===== src/rtl/can_pkg.sv =====
// Shared CAN constants: frame layout, CRC-15 polynomial, frame-check FSM states.
package can_pkg;

  localparam int CAN_FRAME_W  = 108;

  localparam int CAN_SOF_POS     = 0;
  localparam int CAN_ID_OFF      = 1;
  localparam int CAN_ID_W        = 11;
  localparam int CAN_RTR_POS     = 12;
  localparam int CAN_IDE_POS     = 13;
  localparam int CAN_R0_POS      = 14;
  localparam int CAN_DLC_OFF     = 15;
  localparam int CAN_DLC_W       = 4;
  localparam int CAN_DATA_OFF    = 19;
  localparam int CAN_DATA_W      = 64;
  localparam int CAN_CRC_OFF     = 83;
  localparam int CAN_CRC_W       = 15;
  localparam int CAN_CRC_DEL_POS = 98;
  localparam int CAN_ACK_POS     = 99;
  localparam int CAN_ACK_DEL_POS = 100;
  localparam int CAN_EOF_OFF     = 101;
  localparam int CAN_EOF_W       = 7;

  // Bits 0..82 (SOF through DATA) are covered by the CRC.
  localparam int CAN_CRC_BITS = CAN_CRC_OFF;

  localparam logic [14:0] CAN_CRC_POLY = 15'h4599;

  typedef enum logic [1:0] {
    ST_IDLE  = 2'd0,
    ST_CRC   = 2'd1,
    ST_CHECK = 2'd2,
    ST_VALID = 2'd3
  } can_state_e;

  // One serial CRC-15 step for a single bus bit.
  function automatic logic [14:0] can_crc15_step(input logic [14:0] crc, input logic b);
    logic nxt;
    nxt = b ^ crc[14];
    return {crc[13:0], 1'b0} ^ (nxt ? CAN_CRC_POLY : 15'h0000);
  endfunction

endpackage


===== src/rtl/can_crc15.sv =====
// Serial CRC-15 accumulator, one bit per enabled clock; clear wins over enable.
module can_crc15
  import can_pkg::*;
(
  input  logic        i_Clock,
  input  logic        i_Rst_n,
  input  logic        i_Clear,
  input  logic        i_En,
  input  logic        i_Bit,
  output logic [14:0] o_Crc
);

  logic [14:0] crc_q;
  logic [14:0] crc_d;

  // Next CRC value: clear, advance by one bit, or hold.
  always_comb begin
    crc_d = crc_q;
    if (i_Clear)   crc_d = '0;
    else if (i_En) crc_d = can_crc15_step(crc_q, i_Bit);
  end

  // CRC register.
  always_ff @(posedge i_Clock or negedge i_Rst_n) begin
    if (!i_Rst_n) crc_q <= '0;
    else          crc_q <= crc_d;
  end

  assign o_Crc = crc_q;

endmodule


===== src/rtl/can_frame_check.sv =====
// CAN frame checker: recomputes CRC-15 over a received frame, checks fixed-form
// bits, decodes fields and presents them with a valid/ready handshake.
// Optional acceptance filtering is compiled in with CAN_FILTER_EN.
module can_frame_check
  import can_pkg::*;
#(
  parameter logic [10:0] FILT_ID   = 11'h000,
  parameter logic [10:0] FILT_MASK = 11'h000
) (
  input  logic                   i_Clock,
  input  logic                   i_Rst_n,
  input  logic                   i_Rx_DV,
  input  logic [0:CAN_FRAME_W-1] i_Rx_Frame,
  input  logic                   i_Frame_Ready,
  output logic                   o_Frame_DV,
  output logic [10:0]            o_Id,
  output logic                   o_Rtr,
  output logic [3:0]             o_Dlc,
  output logic [63:0]            o_Data,
  output logic                   o_Crc_Err,
  output logic                   o_Form_Err,
  output logic                   o_Ack,
  output logic                   o_Busy,
  output logic                   o_Overrun,
  output logic                   o_Drop
);

  localparam logic [6:0] CNT_LAST = 7'(CAN_CRC_BITS - 1);

  can_state_e             state_q, state_d;
  logic [6:0]             cnt_q, cnt_d;
  logic [0:CAN_FRAME_W-1] frame_q, frame_d;
  logic                   frame_dv_q, frame_dv_d;
  logic [10:0]            id_q, id_d;
  logic                   rtr_q, rtr_d;
  logic [3:0]             dlc_q, dlc_d;
  logic [63:0]            data_q, data_d;
  logic                   crc_err_q, crc_err_d;
  logic                   form_err_q, form_err_d;
  logic                   ack_q, ack_d;
  logic                   busy_q, busy_d;
  logic                   overrun_q, overrun_d;
  logic                   drop_q, drop_d;

  logic                   crc_clear, crc_en, crc_bit;
  logic [14:0]            crc_val;
  logic [10:0]            id_f;
  logic                   crc_err_f, form_err_f, filt_hit;
  logic                   fields_unused;

  assign crc_clear = (state_q == ST_IDLE) && i_Rx_DV;
  assign crc_en    = (state_q == ST_CRC);
  assign crc_bit   = frame_q[cnt_q];

  can_crc15 u_crc (
    .i_Clock (i_Clock),
    .i_Rst_n (i_Rst_n),
    .i_Clear (crc_clear),
    .i_En    (crc_en),
    .i_Bit   (crc_bit),
    .o_Crc   (crc_val)
  );

  assign id_f       = frame_q[CAN_ID_OFF : CAN_ID_OFF+CAN_ID_W-1];
  assign crc_err_f  = (crc_val != frame_q[CAN_CRC_OFF : CAN_CRC_OFF+CAN_CRC_W-1]);
  assign form_err_f = frame_q[CAN_SOF_POS] | ~frame_q[CAN_CRC_DEL_POS] |
                      ~frame_q[CAN_ACK_DEL_POS] |
                      ~(&frame_q[CAN_EOF_OFF : CAN_EOF_OFF+CAN_EOF_W-1]);
  // IDE and r0 are carried in the frame but not reported.
  assign fields_unused = frame_q[CAN_IDE_POS] ^ frame_q[CAN_R0_POS];

`ifdef CAN_FILTER_EN
  // Only clean frames are filtered; erroneous frames are always reported.
  assign filt_hit = !crc_err_f && !form_err_f && (((id_f ^ FILT_ID) & FILT_MASK) != 11'h000);
`else
  logic filt_unused;
  assign filt_unused = ^(FILT_ID ^ FILT_MASK);
  assign filt_hit    = 1'b0;
`endif

  // Next-state and registered-output logic for the frame-check FSM.
  always_comb begin
    state_d    = state_q;
    cnt_d      = cnt_q;
    frame_d    = frame_q;
    frame_dv_d = frame_dv_q;
    id_d       = id_q;
    rtr_d      = rtr_q;
    dlc_d      = dlc_q;
    data_d     = data_q;
    crc_err_d  = crc_err_q;
    form_err_d = form_err_q;
    ack_d      = ack_q;
    drop_d     = 1'b0;
    // Any strobe outside IDLE is lost, including one coincident with the handshake.
    overrun_d  = i_Rx_DV && (state_q != ST_IDLE);
    case (state_q)
      ST_IDLE: begin
        if (i_Rx_DV) begin
          frame_d = i_Rx_Frame;
          cnt_d   = '0;
          state_d = ST_CRC;
        end
      end
      ST_CRC: begin
        if (cnt_q == CNT_LAST) begin
          cnt_d   = '0;
          state_d = ST_CHECK;
        end else begin
          cnt_d = cnt_q + 7'd1;
        end
      end
      ST_CHECK: begin
        id_d       = id_f;
        rtr_d      = frame_q[CAN_RTR_POS];
        dlc_d      = frame_q[CAN_DLC_OFF : CAN_DLC_OFF+CAN_DLC_W-1];
        data_d     = frame_q[CAN_DATA_OFF : CAN_DATA_OFF+CAN_DATA_W-1];
        crc_err_d  = crc_err_f;
        form_err_d = form_err_f;
        ack_d      = ~frame_q[CAN_ACK_POS];
        if (filt_hit) begin
          drop_d  = 1'b1;
          state_d = ST_IDLE;
        end else begin
          frame_dv_d = 1'b1;
          state_d    = ST_VALID;
        end
      end
      ST_VALID: begin
        if (i_Frame_Ready) begin
          frame_dv_d = 1'b0;
          state_d    = ST_IDLE;
        end
      end
      default: state_d = ST_IDLE;
    endcase
    busy_d = (state_d != ST_IDLE);
  end

  // Control state and all outputs; reset discards any frame in progress.
  always_ff @(posedge i_Clock or negedge i_Rst_n) begin
    if (!i_Rst_n) begin
      state_q    <= ST_IDLE;
      cnt_q      <= '0;
      frame_dv_q <= 1'b0;
      id_q       <= '0;
      rtr_q      <= 1'b0;
      dlc_q      <= '0;
      data_q     <= '0;
      crc_err_q  <= 1'b0;
      form_err_q <= 1'b0;
      ack_q      <= 1'b0;
      busy_q     <= 1'b0;
      overrun_q  <= 1'b0;
      drop_q     <= 1'b0;
    end else begin
      state_q    <= state_d;
      cnt_q      <= cnt_d;
      frame_dv_q <= frame_dv_d;
      id_q       <= id_d;
      rtr_q      <= rtr_d;
      dlc_q      <= dlc_d;
      data_q     <= data_d;
      crc_err_q  <= crc_err_d;
      form_err_q <= form_err_d;
      ack_q      <= ack_d;
      busy_q     <= busy_d;
      overrun_q  <= overrun_d;
      drop_q     <= drop_d;
    end
  end

  // Frame shift register: pure data, only loaded when a frame is accepted.
  always_ff @(posedge i_Clock) begin
    frame_q <= frame_d;
  end

  assign o_Frame_DV = frame_dv_q;
  assign o_Id       = id_q;
  assign o_Rtr      = rtr_q;
  assign o_Dlc      = dlc_q;
  assign o_Data     = data_q;
  assign o_Crc_Err  = crc_err_q;
  assign o_Form_Err = form_err_q;
  assign o_Ack      = ack_q;
  assign o_Busy     = busy_q;
  assign o_Overrun  = overrun_q;
  assign o_Drop     = drop_q;

endmodule


===== config.mk =====
export PLATFORM = sky130hd
export DESIGN_NAME = can_frame_check
export DESIGN_NICKNAME = d
export VERILOG_FILES = /design/src/rtl/can_pkg.sv /design/src/rtl/can_crc15.sv /design/src/rtl/can_frame_check.sv
export SDC_FILE = /design/constraint.sdc
export NUM_CORES = 1
export LEC_CHECK = 0
export CORE_MARGIN = 3
export CORE_UTILIZATION = 44
export CTS_BUF_LIST = sky130_fd_sc_hd__clkbuf_8
export DETAILED_ROUTE_END_ITERATION = 12
export PLACE_DENSITY = 0.71
export SETUP_SLACK_MARGIN = 0.05
export SYNTH_ARGS = -nofsm -noshare
export SYNTH_HDL_FRONTEND = slang
export SYNTH_SLANG_ARGS = --single-unit

===== constraint.sdc =====
create_clock -name i_Clock -period 6.03 [get_ports i_Clock]
set_input_delay 0.603 -clock i_Clock [delete_from_list [all_inputs] [get_ports i_Clock]]
set_output_delay 0.603 -clock i_Clock [all_outputs]
set_load 0.02 [all_outputs]

Word level (Yosys, flattened, before mapping)

Cells that the tools add are included.

$add $sub $neg: 1
Order comparisons: 1
Equal/unequal tests: 7
Multiplexer cells: 15
Bitwise gates (word level): 10
Reduce and logical (&&, ||, !) cells: 12

Operator list:

| cell                                                | number |
|---|---|
| two-way mux 15 bit                                  | 3 |
| inequality test 15 bit                              | 1 |
| bitwise XOR 15 bit                                  | 1 |
| two-way mux 7 bit                                   | 2 |
| one-hot mux 7 bit (2 select lines)                  | 1 |
| nonzero test 2 bit                                  | 5 |
| >= comparator 8 bit, second input constant          | 1 |
| inverter 7 -> 8 bit                                 | 1 |
| one-hot mux 2 bit (4 select lines)                  | 1 |
| adder 7 x 1 -> 7 bit, second input constant         | 1 |
| binary-select mux 1 bit (select 7 bit)              | 1 |
| equality test 7 bit, second input constant          | 1 |
| AND reduction 7 bit                                 | 1 |
| two-way mux 2 bit                                   | 3 |
| AND reduction 2 bit                                 | 3 |
| equality test 2 bit, second input constant          | 2 |
| inequality test 2 bit, second input constant        | 2 |
| inverter 1 bit                                      | 4 |
| two-way mux 1 bit                                   | 3 |
| OR 1 bit                                            | 3 |
| equality test 2 x 1 -> 1 bit, second input constant | 1 |
| logical AND 1 bit                                   | 2 |
| zero test 2 bit                                     | 1 |
| one-hot mux 1 bit (2 select lines)                  | 1 |
| bitwise XOR 1 bit                                   | 1 |

Flip-flop bits (word level): 218
Bits of input ports: 112
Output and inout bits: 87
Logic and storage cells: 60

Longest topological paths before layout

Gate-level depths: netlist (run 1).

Depth in word-level cells: 9
Gate-level depth with buffers: 10
Gate-level depth less buffers: 7

Modules after synthesis

From an unflattened synthesis (run 1), not the netlist that was laid out.

Cell total of the unflattened synthesis: 526
Area, all modules: 8,744.6 µm²

Modules (own cells, without submodules):

| module          | instances | cells an instance | area each (µm²) | sequential area each (µm²) |
|---|---|---|---|---|
| can_frame_check | 1         | 456               | 8,018.9         | 5,620.4 |
| can_crc15       | 1         | 70                | 725.7           | 375.4 |

Worst setup path before layout (run 1)

OpenSTA, ideal clock, no wires.

Kind: reg-to-reg
From: reg state_q[1]
To: reg u_crc.crc_q[11], in the netlist u_crc.o_Crc[11]
Library setup time: 307 ps
Arrival time: 4,218 ps
Data required time: 5,723 ps
Slack: 1,505 ps
Stages on the path, launching flop included: 6
Path buffers: 2
Period minus slack after synthesis: 4,525 ps
Cell sequence: dfrtp_1 > clkbuf_1 > nor2_1 > and2_1 > clkbuf_1 > o21ai_0

Word-level cells in the longest chain between the ends: 3
Elaborated cells between the ends (all ways): 5
Those cells by class: eq/ne: 1; mux: 1; reduce/logical: 3

RTL lines:

| item                                                     | RTL line               | RTL |
|---|---|---|
| from (decl)                                              | can_frame_check.sv:30  | `can_state_e state_q, state_d;` |
| from (signal assigned)                                   | can_frame_check.sv:157 | `state_q <= state_d;` |
| zero test 2 bit (*)                                      | can_frame_check.sv:51  | `assign crc_clear = (state_q == ST_IDLE) && i_Rx_DV;` |
| logical AND 1 bit (*)                                    | can_frame_check.sv:51  |  |
| named net crc_clear                                      | can_frame_check.sv:45  | `logic crc_clear, crc_en, crc_bit;` |
| two-way mux 15 bit or nonzero test 2 bit (tied branches) | -                      |  |
| to (signal assigned)                                     | can_crc15.sv:26        | `else crc_q <= crc_d;` |
| to (decl)                                                | can_crc15.sv:13        | `logic [14:0] crc_q;` |

The timed path passes the listed nets; every way through them passes the cells marked *.
A chain may end at the register's enable or synchronous reset.

Worst setup path after layout (run 1)

From: reg cnt_q[0]
To: reg u_crc.crc_q[8], in the netlist u_crc.o_Crc[8]

Word-level cells in the longest chain between the ends: 9

RTL lines:

| item                                                 | RTL line               | RTL |
|---|---|---|
| from (decl)                                          | can_frame_check.sv:31  | `logic [6:0] cnt_q, cnt_d;` |
| from (signal assigned)                               | can_frame_check.sv:158 | `cnt_q <= cnt_d;` |
| inverter 7 -> 8 bit (not written as such)            | can_frame_check.sv:53  | `assign crc_bit = frame_q[cnt_q];` |
| binary-select mux 1 bit (select 7 bit)               | can_frame_check.sv:53  |  |
| two-way mux 1 bit (not written as such) (2 in a row) | can_frame_check.sv:53  |  |
| bitwise XOR 1 bit                                    | can_pkg.sv:39          | `nxt = b ^ crc[14];` |
| two-way mux 15 bit                                   | can_pkg.sv:40          | `return {crc[13:0], 1'b0} ^ (nxt ? CAN_CRC_POLY : 15'h0000);` |
| bitwise XOR 15 bit                                   | can_pkg.sv:40          |  |
| two-way mux 15 bit                                   | can_crc15.sv:20        | `else if (i_En) crc_d = can_crc15_step(crc_q, i_Bit);` |
| two-way mux 15 bit                                   | can_crc15.sv:19        | `if (i_Clear) crc_d = '0;` |

No other way between the ends. The select of a mux whose other input is x is not followed.

==> results.toml, run 1 <==
[pwr]
switching_power_mw = 1.39
sequentialPowerShare_pct = 44.9
combPwrFrac_pct = 27.1
vdd_drop_max_mv = 0.197
powerDensity_nw_per_um2 = 390
clkPwrFrac_pct = 28.0
p_int_mw = 3.17
total_leakage_power_nw = 4.51
switching_share_pct = 30.5
p_total_mw = 4.57

[clocking]
tritoncts = "yes"
cts_root_buffer = "clkbuf_8"
clk_latency_ps = 510
cts_resized = 0
clkTransAtPathRegs_ps = 60
holdBufCountCts = 0
clock-sinks = 218
cts-htree-levels = 2
postCtsSetupBuffers = 0
cts-buffers-inserted = 36
clockBufferDepth = 3

[sta]
worst_pin_slew_ps = 1210
grt_setup_unrepaired = "false"
timing.final.crit_period_ps = 2890
max_freq_ghz = 0.346
skew_ps = 12.7
hold_viol_final = 0
setup_viol = 0
drv_slew = 0
fin_crit_sh_pct = 47.9
max_slew_margin_pct = 19.4
tns_ps = 0

[global_route]
grt_pass1_vias = 5878
grt.total_usage_pct = 19.4
grt_max_degree = 71
grt_overflow_total = 0
antenna_found_initial = 0
grt_pass1_wl_um = 32900

[worst_setup_path]
slowest_delay_ps = 950
worstSetupPathType = "reg -> reg"
rr_endpoint = "u_crc.o_Crc[8]"
cp_slowest_cell = "dfrtp_2"
regToRegSetupSlack_ps = 3140
reg2reg_depth = 6
cp.arrival_ps = 3250
crit_start = "cnt_q[0]"
worst_setup_path_end_kind = "register"
cp_data_required_time_ps = 6390
crit_end = "u_crc.o_Crc[8]"
startpoint_type = "register"
crit_chain = "mux4_1, mux4_2, o21ai_2, a21oi_4, xnor3_1, o21ai_1"
worst-path-max-fanout = 34
r2r_start = "cnt_q[0]"

[finish]
final_cell_mix = "clkdlybuf4s50_1, dfrtp_1, edfxtp_1, mux2_2, nand2_1"
nFillCells = 1510
syn2layout_area_growth_pct = 32.5
seq_area_um2 = 6000
fin_nets = 846
layout_commonest_cell = "clkdlybuf4s50_1"
multiInputGateArea_um2 = 2660
final_cells = 1024
fin_area_um2 = 11700
layout-drive-gt1-share_pct = 22.4
num_antenna_cells = 0

[status]
status = "finished clean"

[place]
dpl_cell_area_um2 = 11000
placed_cells = 959
port_buffers = 197
gp_congestion = 0.825
hpwlAfterDp_um = 14500

[routing]
drt_iter0_drc = 321
routedWlPerCell_um = 20.5
wl_met3_um = 1900
remaining_drc_errors = 0
routed.top_layer = "met4"
met2_length_um = 9970
ant_nets = 0
vias_per_cell = 5.26
vias = 5385
met1_length_um = 8790
firstDrtPassIters = 5
drt_wl_total_um = 21000

[floorplanning]
fp.dieW_um = 148
rows = 51
start_util_pct = 45.1
core_um2 = 19600
dieHeight_um = 148
io_pins = 199
dieArea_um2 = 21800

[synth]
yosys_warnings = 0
synth_area_um2 = 8840
synthCells = 524
synth-edff-count = 108
ys_ff_latch = 218
synthFlopType = "dfrtp_1"
synth_nets = 638
ys_async_sr_fraction_pct = 50.5
yosys.cell_types.count = 49
yosysSeqAreaShare_pct = 67.9
synth.avg_cell_area_um2 = 16.9

[min_path]
hp-class = "in -> async"

[flow_run]
cap_violations = 0
[flip-flops by register name (all words and copies together), names as in the netlist]
signal	flops
frame_q	108
o_Data	64
u_crc.o_Crc	15
o_Id	11
cnt_q	7
o_Dlc	4
state_q	2
o_Ack	1
o_Busy	1
o_Crc_Err	1
o_Form_Err	1
o_Frame_DV	1
o_Overrun	1
o_Rtr	1
[worst max-delay path, delay by kind of cell, from the launching register on]
| kind | cells | cell delay (ps) |
|---|---|---|
| xor+xnor | 1 | 230 |
| flops | 1 | 950 |
| mux | 2 | 1120 |
| compound gates | 3 | 400 |
[routing by layer]
| layer | up-vias | GRT usage [%] |
|---|---|---|
| met1 | 2730 | 25.2 |
| li1 | 2396 | - |
| met2 | 223 | 31.3 |
| met4 | 0 | 5.41 |
| met3 | 36 | 6.99 |
| met5 | - | 0 |
[power groups by stage]
| stage | combinational, mW | sequential, mW | clock [mW] |
|---|---|---|---|
| 6_report | 1.24 | 2.05 | 1.28 |
| 5_1_grt | 1.33 | 2.09 | 1.38 |
| 4_1_cts | 1.25 | 2.05 | 1.31 |
| 3_5_place_dp | 1.24 | 2.08 | 0 |
| 3_3_place_gp | 1.20 | 2.07 | 0 |
| 2_1_floorplan | 0.887 | 2.01 | 0 |
[cell type report]
type | instances | share of cell area (%)
clock buffer | 39 | 4.58
clock inverter | 26 | 1.54
inverter | 3 | 0.0962
multi-input combinational | 273 | 22.7
sequential | 218 | 51.2
tap | 265 | 2.83
timing repair buffer | 200 | 17.0
[worst min path at each step]
stage	start	endpoint	slack, ps	cells past startpoint
after floorplan	i_Rst_n	cnt_q[0]	310	0
final	i_Rst_n	o_Data[40]	110	1
after CTS	i_Rst_n	o_Data[40]	120	1
after detailed placement	o_Frame_DV	o_Frame_DV	470	2
after global placement	o_Frame_DV	o_Frame_DV	470	2
after global routing	i_Rst_n	o_Data[14]	140	1
[synthesized netlist by cell type (2+ instances only)]
cell type | n | area (µm²)
dfrtp_1 | 110 | 2750
edfxtp_1 | 108 | 3240
mux2_2 | 81 | 912
nand2_1 | 42 | 158
o21ai_0 | 25 | 125
clkbuf_1 | 16 | 60.1
mux4_2 | 16 | 360
xnor2_1 | 16 | 140
mux4_1 | 10 | 263
mux2i_1 | 7 | 70.1
buf_6 | 6 | 67.6
nand3_1 | 6 | 30.0
nand4_1 | 6 | 37.5
nor2_1 | 6 | 22.5
a31oi_1 | 5 | 31.3
buf_1 | 5 | 18.8
nand2b_1 | 5 | 31.3
o21ai_1 | 5 | 25.0
xnor3_1 | 5 | 113
nor3_1 | 4 | 20.0
a22oi_1 | 3 | 22.5
inv_1 | 3 | 11.3
nor2b_1 | 3 | 18.8
o22ai_1 | 3 | 18.8
and3_1 | 2 | 12.5
ha_1 | 2 | 25.0
o211ai_2 | 2 | 25.0
[logic make-up (layout without fill, tap and decap cells)]
logic type,count (synthesis),count (layout),share of synthesized area [%]
mux,114,114,18.2
xor+xnor,22,22,2.96
flops,218,218,67.9
fa+ha+maj,2,2,0.283
buf+inv,33,268,2.15
simple gates,82,82,4.60
other cells,1,1,0.0424
compound gates,52,52,3.94
[metrics by stage]
stage,hold WS [ps],setup WS [ps],util (%)
floorplan,307,1500,-
global placement,471,3110,56.1
detailed placement,470,3000,56.1
CTS,125,3090,59.8
global route,136,2870,59.8
finish,114,3140,59.8
Note: power is estimated with default switching activity, not from simulation.
==> run 2: changes to the inputs <==
- PLACE_DENSITY: 0.71 -> 0.74
- clock period: 6.03 -> 2.5 ns (I/O delays scaled with it)
==> run 2 against run 1 <==
Against the previous run:
- first-iteration DRC count up 26%
- via count up 2.3%
- sequential power up 130%
- critical path type unchanged
- highest routed layer unchanged
- sequential cell count unchanged
- largest power group unchanged
- setup slack worse by 3100 ps
- clock-buffer cell count up 7
==> results.toml, run 2 (synthesis gave the netlist of run 1 again) <==
[status]
status = "finished clean"

[clocking]
cts_root_buffer = "clkbuf_8"
clock-sinks = 218
cts-htree-levels = 2
cts-buffers-inserted = 38
clk_latency_ps = 530
clockBufferDepth = 3
clkTransAtPathRegs_ps = 60
tritoncts = "yes"

[global_route]
grt_max_degree = 52
grt_pass1_wl_um = 34400
grt_pass1_vias = 6014
grt.total_usage_pct = 20.4
antenna_found_initial = 0
grt_overflow_total = 0

[worst_setup_path]
cp.arrival_ps = 2880
startpoint_type = "register"
reg2reg_depth = 8
worstSetupPathType = "reg -> reg"
crit_chain = "buf_12, mux4_1, mux4_2, o21ai_2, a21oi_4, buf_12, xnor3_1, o21ai_1"
cpMostUsedCell = "buf_12"
crit_end = "u_crc.o_Crc[3]"
worst_setup_path_end_kind = "register"
slowest_delay_ps = 560
cp_data_required_time_ps = 2940
crit_start = "cnt_q[0]"
cp.depth = 8
path_buf_inv = 2
rr_endpoint = "u_crc.o_Crc[3]"
cp_top_family = "multiplexers"
regToRegSetupSlack_ps = 60
r2r_start = "cnt_q[0]"
worst-path-max-fanout = 8
cp_slowest_cell = "mux4_1"

[place]
dpl_cell_area_um2 = 11200
port_buffers = 197
hpwlAfterDp_um = 15200
gp_congestion = 0.839

[finish]
num_antenna_cells = 0
layout_commonest_cell = "clkdlybuf4s50_1"
fin_area_um2 = 12100
largest_register_ffs = 108
final_cell_mix = "clkdlybuf4s50_1, dfrtp_1, edfxtp_1, mux2_2, clkbuf_8"
syn2layout_area_growth_pct = 37.1
nFillCells = 1457
regMostFlops = "frame_q"
fin_nets = 873
layout-drive-gt1-share_pct = 25.4

[routing]
vias = 5511
firstDrtPassIters = 5
drt_wl_total_um = 22000
remaining_drc_errors = 0
vias_per_cell = 5.23
routedWlPerCell_um = 20.9
ant_nets = 0
drt_iter0_drc = 403

[floorplanning]
io_pins = 199
core_um2 = 19600
fp.dieW_um = 148
dieHeight_um = 148
rows = 51
dieArea_um2 = 21800
start_util_pct = 45.1

[sta]
timing.final.crit_period_ps = 2440
grt_setup_unrepaired = "true"
max_slew_margin_pct = 58.6
worst_pin_slew_ps = 621
setup_viol = 0
hold_viol_final = 0
skew_ps = 23.4
fin_crit_sh_pct = 97.7
drv_slew = 0
max_freq_ghz = 0.410

[pwr]
p_total_mw = 11.7
powerDensity_nw_per_um2 = 967
total_leakage_power_nw = 4.72
vdd_drop_max_mv = 0.585

[min_path]
hp-class = "in -> async"

[flow_run]
cap_violations = 0
-- run 2: changes by cell type in the layout (fill, tap and decap cells not counted), moves of 2 or more --
cell and change:
inv_1 +8, a22oi_2 +2, clkinv_2 -7, clkbuf_8 +7, mux4_1 -3, buf_12 +8
mux2i_1 -2, buf_4 +13, clkinv_1 -2, a22oi_1 -2, mux4_2 +3
-- run 2: stage by stage --
stage / cells / setup slack [ps] / setup TNS, ps / hold WS [ps] / utilization (%)
floorplan: 524 / 259 / 0 / -45.6 / -
global placement: 974 / 121 / 0 / 294 / 57.1
detailed placement: 974 / 67.7 / 0 / 310 / 57.1
CTS: 1053 / 61.8 / 0 / 242 / 61.8
global route: 1053 / -23.9 / -39.3 / 241 / 61.8
finish: 1053 / 58.5 / 0 / 267 / 61.8
-- run 2: final cells by class --
type                            count  area, µm²  area share [%]
Sequential cell                   218       6000            49.5
Multi-Input combinational cell    273       2690            22.2
Timing Repair Buffer              225       2310            19.1
Clock buffer                       46        633            5.23
Tap cell                          265        332            2.74
Clock inverter                     23        130            1.07
Inverter                            3       11.3          0.0930
-- run 2: worst min path at each step --
stage                   startpoint          end  cells after the start
floorplan                  i_Rst_n     cnt_q[0]                      0
global placement           i_Rst_n    o_Data[4]                      1
detailed placement         i_Rst_n    o_Data[4]                      1
CTS                 i_Rx_Frame[73]  frame_q[73]                      1
global route        i_Rx_Frame[43]  frame_q[43]                      1
finish                     i_Rst_n    o_Data[4]                      2
-- run 2: metal layers --
metal | track usage, % | part of all wire [%] | up-vias
li1 | - | - | 2445
met1 | 27.5 | 42 | 2786
met2 | 32.0 | 47 | 258
met3 | 7.69 | 9.9 | 22
met4 | 4.80 | 1.2 | 0
met5 | 0 | 0 | -
-- run 2: report_power, final --
part	leakage (nW)	switching (mW)	internal, mW
registers	2.32	0.455	4.25
logic	1.96	1.65	2.16
clock network	0.441	1.42	1.78
-- run 2: what timing repair did --
item	in CTS	in global routing
endpoints found under the setup margin	5	7
gates resized for setup	13	1
pin swaps	5	4
hold buffers	1	0
gates cloned	1	0
setup buffers	8	2
hold endpoints to repair	42	0
==> run 3: changes to the inputs <==
- CTS_BUF_LIST: sky130_fd_sc_hd__clkbuf_8 -> not set
- HOLD_SLACK_MARGIN: not set -> 0.1
==> run 3 against run 2 <==
Against the previous run:
- setup slack got worse by 9.7 ps
- maximum frequency fell by 0.39%
- utilization fell by 0.24 points
- non-clock buffer count fell by 5
- clock skew fell by 13 ps
- design area fell by 0.39%
- total power rose by 0.39%
- sequential share of layout area rose by 0.20 points
- sequential cell count did not move
- combinational power fell by 5%
- register-to-register slack barely moved
- largest power group unchanged
- highest routed layer unchanged
==> results.toml, run 3 (synthesis gave the netlist of run 1 again) <==
[sta]
hold_viol_final = 0
fin_crit_sh_pct = 98.0
timing.final.crit_period_ps = 2450
max_slew_margin_pct = 58.5
skew_ps = 10.9
grt_setup_unrepaired = "true"
setup_viol = 0
drv_slew = 0
worst_pin_slew_ps = 622
tns_ps = 0
max_freq_ghz = 0.408

[global_route]
grt_pass1_wl_um = 34100
antenna_found_initial = 0
grt_pass1_vias = 5874
grt.total_usage_pct = 20.1
grt_max_degree = 52
grt_overflow_total = 0

[worst_setup_path]
worstSetupPathType = "reg -> reg"
slowest_delay_ps = 530
crit_chain = "buf_12, mux4_2, mux4_2, o21ai_2, a21oi_4, xnor3_1, o21ai_2"
crit_start = "cnt_q[0]"
r2r_start = "cnt_q[0]"
worst_setup_path_end_kind = "register"
cp.arrival_ps = 2830
path_buf_inv = 1
cp_data_required_time_ps = 2880
cp_top_family = "multiplexers"
worst-path-max-fanout = 13
startpoint_type = "register"
cp_slowest_cell = "mux4_2"

[routing]
met1_length_um = 9360
firstDrtPassIters = 4
met2_length_um = 10100
drt_wl_total_um = 21900
vias = 5412
remaining_drc_errors = 0
ant_nets = 0
routed.top_layer = "met4"
routedWlPerCell_um = 21.4
drt_iter0_drc = 376
vias_per_cell = 5.30
wl_met3_um = 2100

[finish]
final_cells = 1022
seq_area_um2 = 6000
syn2layout_area_growth_pct = 36.5
multiInputGateArea_um2 = 2670
layout_commonest_cell = "clkdlybuf4s50_1"
nFillCells = 1435
fin_nets = 853
final_cell_mix = "clkdlybuf4s50_1, dfrtp_1, edfxtp_1, mux2_2, nand2_1"
largest_register_ffs = 108
layout-drive-gt1-share_pct = 23.0
regMostFlops = "frame_q"

[min_path]
hp-class = "in -> reg"
hold_start = "i_Rx_Frame[24]"

[clocking]
clock-sinks = 218
cts-htree-levels = 1
tritoncts = "yes"
cts-buffers-inserted = 23
clkTransAtPathRegs_ps = 60
cts_root_buffer = "clkbuf_16"
clk_latency_ps = 510
clockBufferDepth = 3

[place]
port_buffers = 197
gp_congestion = 0.839
hpwlAfterDp_um = 15200
placed_cells = 974

[floorplanning]
dieHeight_um = 148
fp.dieW_um = 148
io_pins = 199
start_util_pct = 45.1
dieArea_um2 = 21800
rows = 51
core_um2 = 19600

[status]
status = "finished clean"

[pwr]
powerDensity_nw_per_um2 = 975
total_leakage_power_nw = 4.63
vdd_drop_max_mv = 0.593
p_total_mw = 11.8

[flow_run]
cap_violations = 0
run 3: changes by cell type in the layout (fill, tap and decap cells not counted), moves of 2 or more:
cell,change
clkbuf_8,-42
clkbuf_16,+24
inv_1,-14
clkbuf_1,+5
buf_4,-4
clkinv_2,-2
run 3: cell type report:
| cell class | instances | area share [%] |
|---|---|---|
| timing repair buffer | 220 | 18.9 |
| inverter | 3 | 0.0934 |
| multi-input combinational | 273 | 22.1 |
| clock inverter | 10 | 0.975 |
| antenna | 1 | 0.0207 |
| clock buffer | 32 | 5.38 |
| sequential | 218 | 49.7 |
| tap | 265 | 2.75 |
run 3: final timing paths:
kind	end	cells past startpoint	slack, ps
max	u_crc.o_Crc[8]	7	50
min	frame_q[24]	1	290
max reg2reg	u_crc.o_Crc[8]	7	50
min reg2reg	o_Crc_Err	2	490
max in group asynchronous	o_Data[56]	3	1380
min in group asynchronous	o_Data[10]	2	300
run 3: power breakdown:
part	internal (mW)	total, mW	leakage (nW)	switching [mW]
sequential	4.25	4.72	2.32	0.472
combinational	2.03	3.62	1.94	1.58
clock	2.03	3.42	0.369	1.39
run 3: what timing repair did:
item,in CTS,in global routing
gates cloned,1,1
hold endpoints to repair,42,0
hold buffers,1,0
buffers inserted,0,2
pin swaps,0,2
endpoints found under the setup margin,1,7
gates resized for setup,1,6
run 3: routing by layer:
layer	vias to the layer above	global-route usage, %
li1	2405	-
met4	0	4.94
met3	26	6.50
met5	-	0
met1	2750	28.1
met2	231	31.0
run 3: worst register-to-register path, cell delays in order, from the launching register on:
cell and delay, ps:
dfrtp_2 440, buf_12 190, mux4_2 520, mux4_2 530
o21ai_2 200, a21oi_4 130, xnor3_1 250, o21ai_2 60
run 3: per-stage QoR:
| stage | setup slack (ps) | utilization (%) | instance area, µm² | hold slack, ps |
|---|---|---|---|---|
| CTS | 47.1 | 61.3 | 12000 | 276 |
| floorplan | 259 | - | 8840 | -45.6 |
| global route | -13.0 | 61.6 | 12100 | 275 |
| global placement | 121 | 57.1 | 11200 | 294 |
| finish | 48.8 | 61.6 | 12100 | 289 |
| detailed placement | 67.7 | 57.1 | 11200 | 310 |
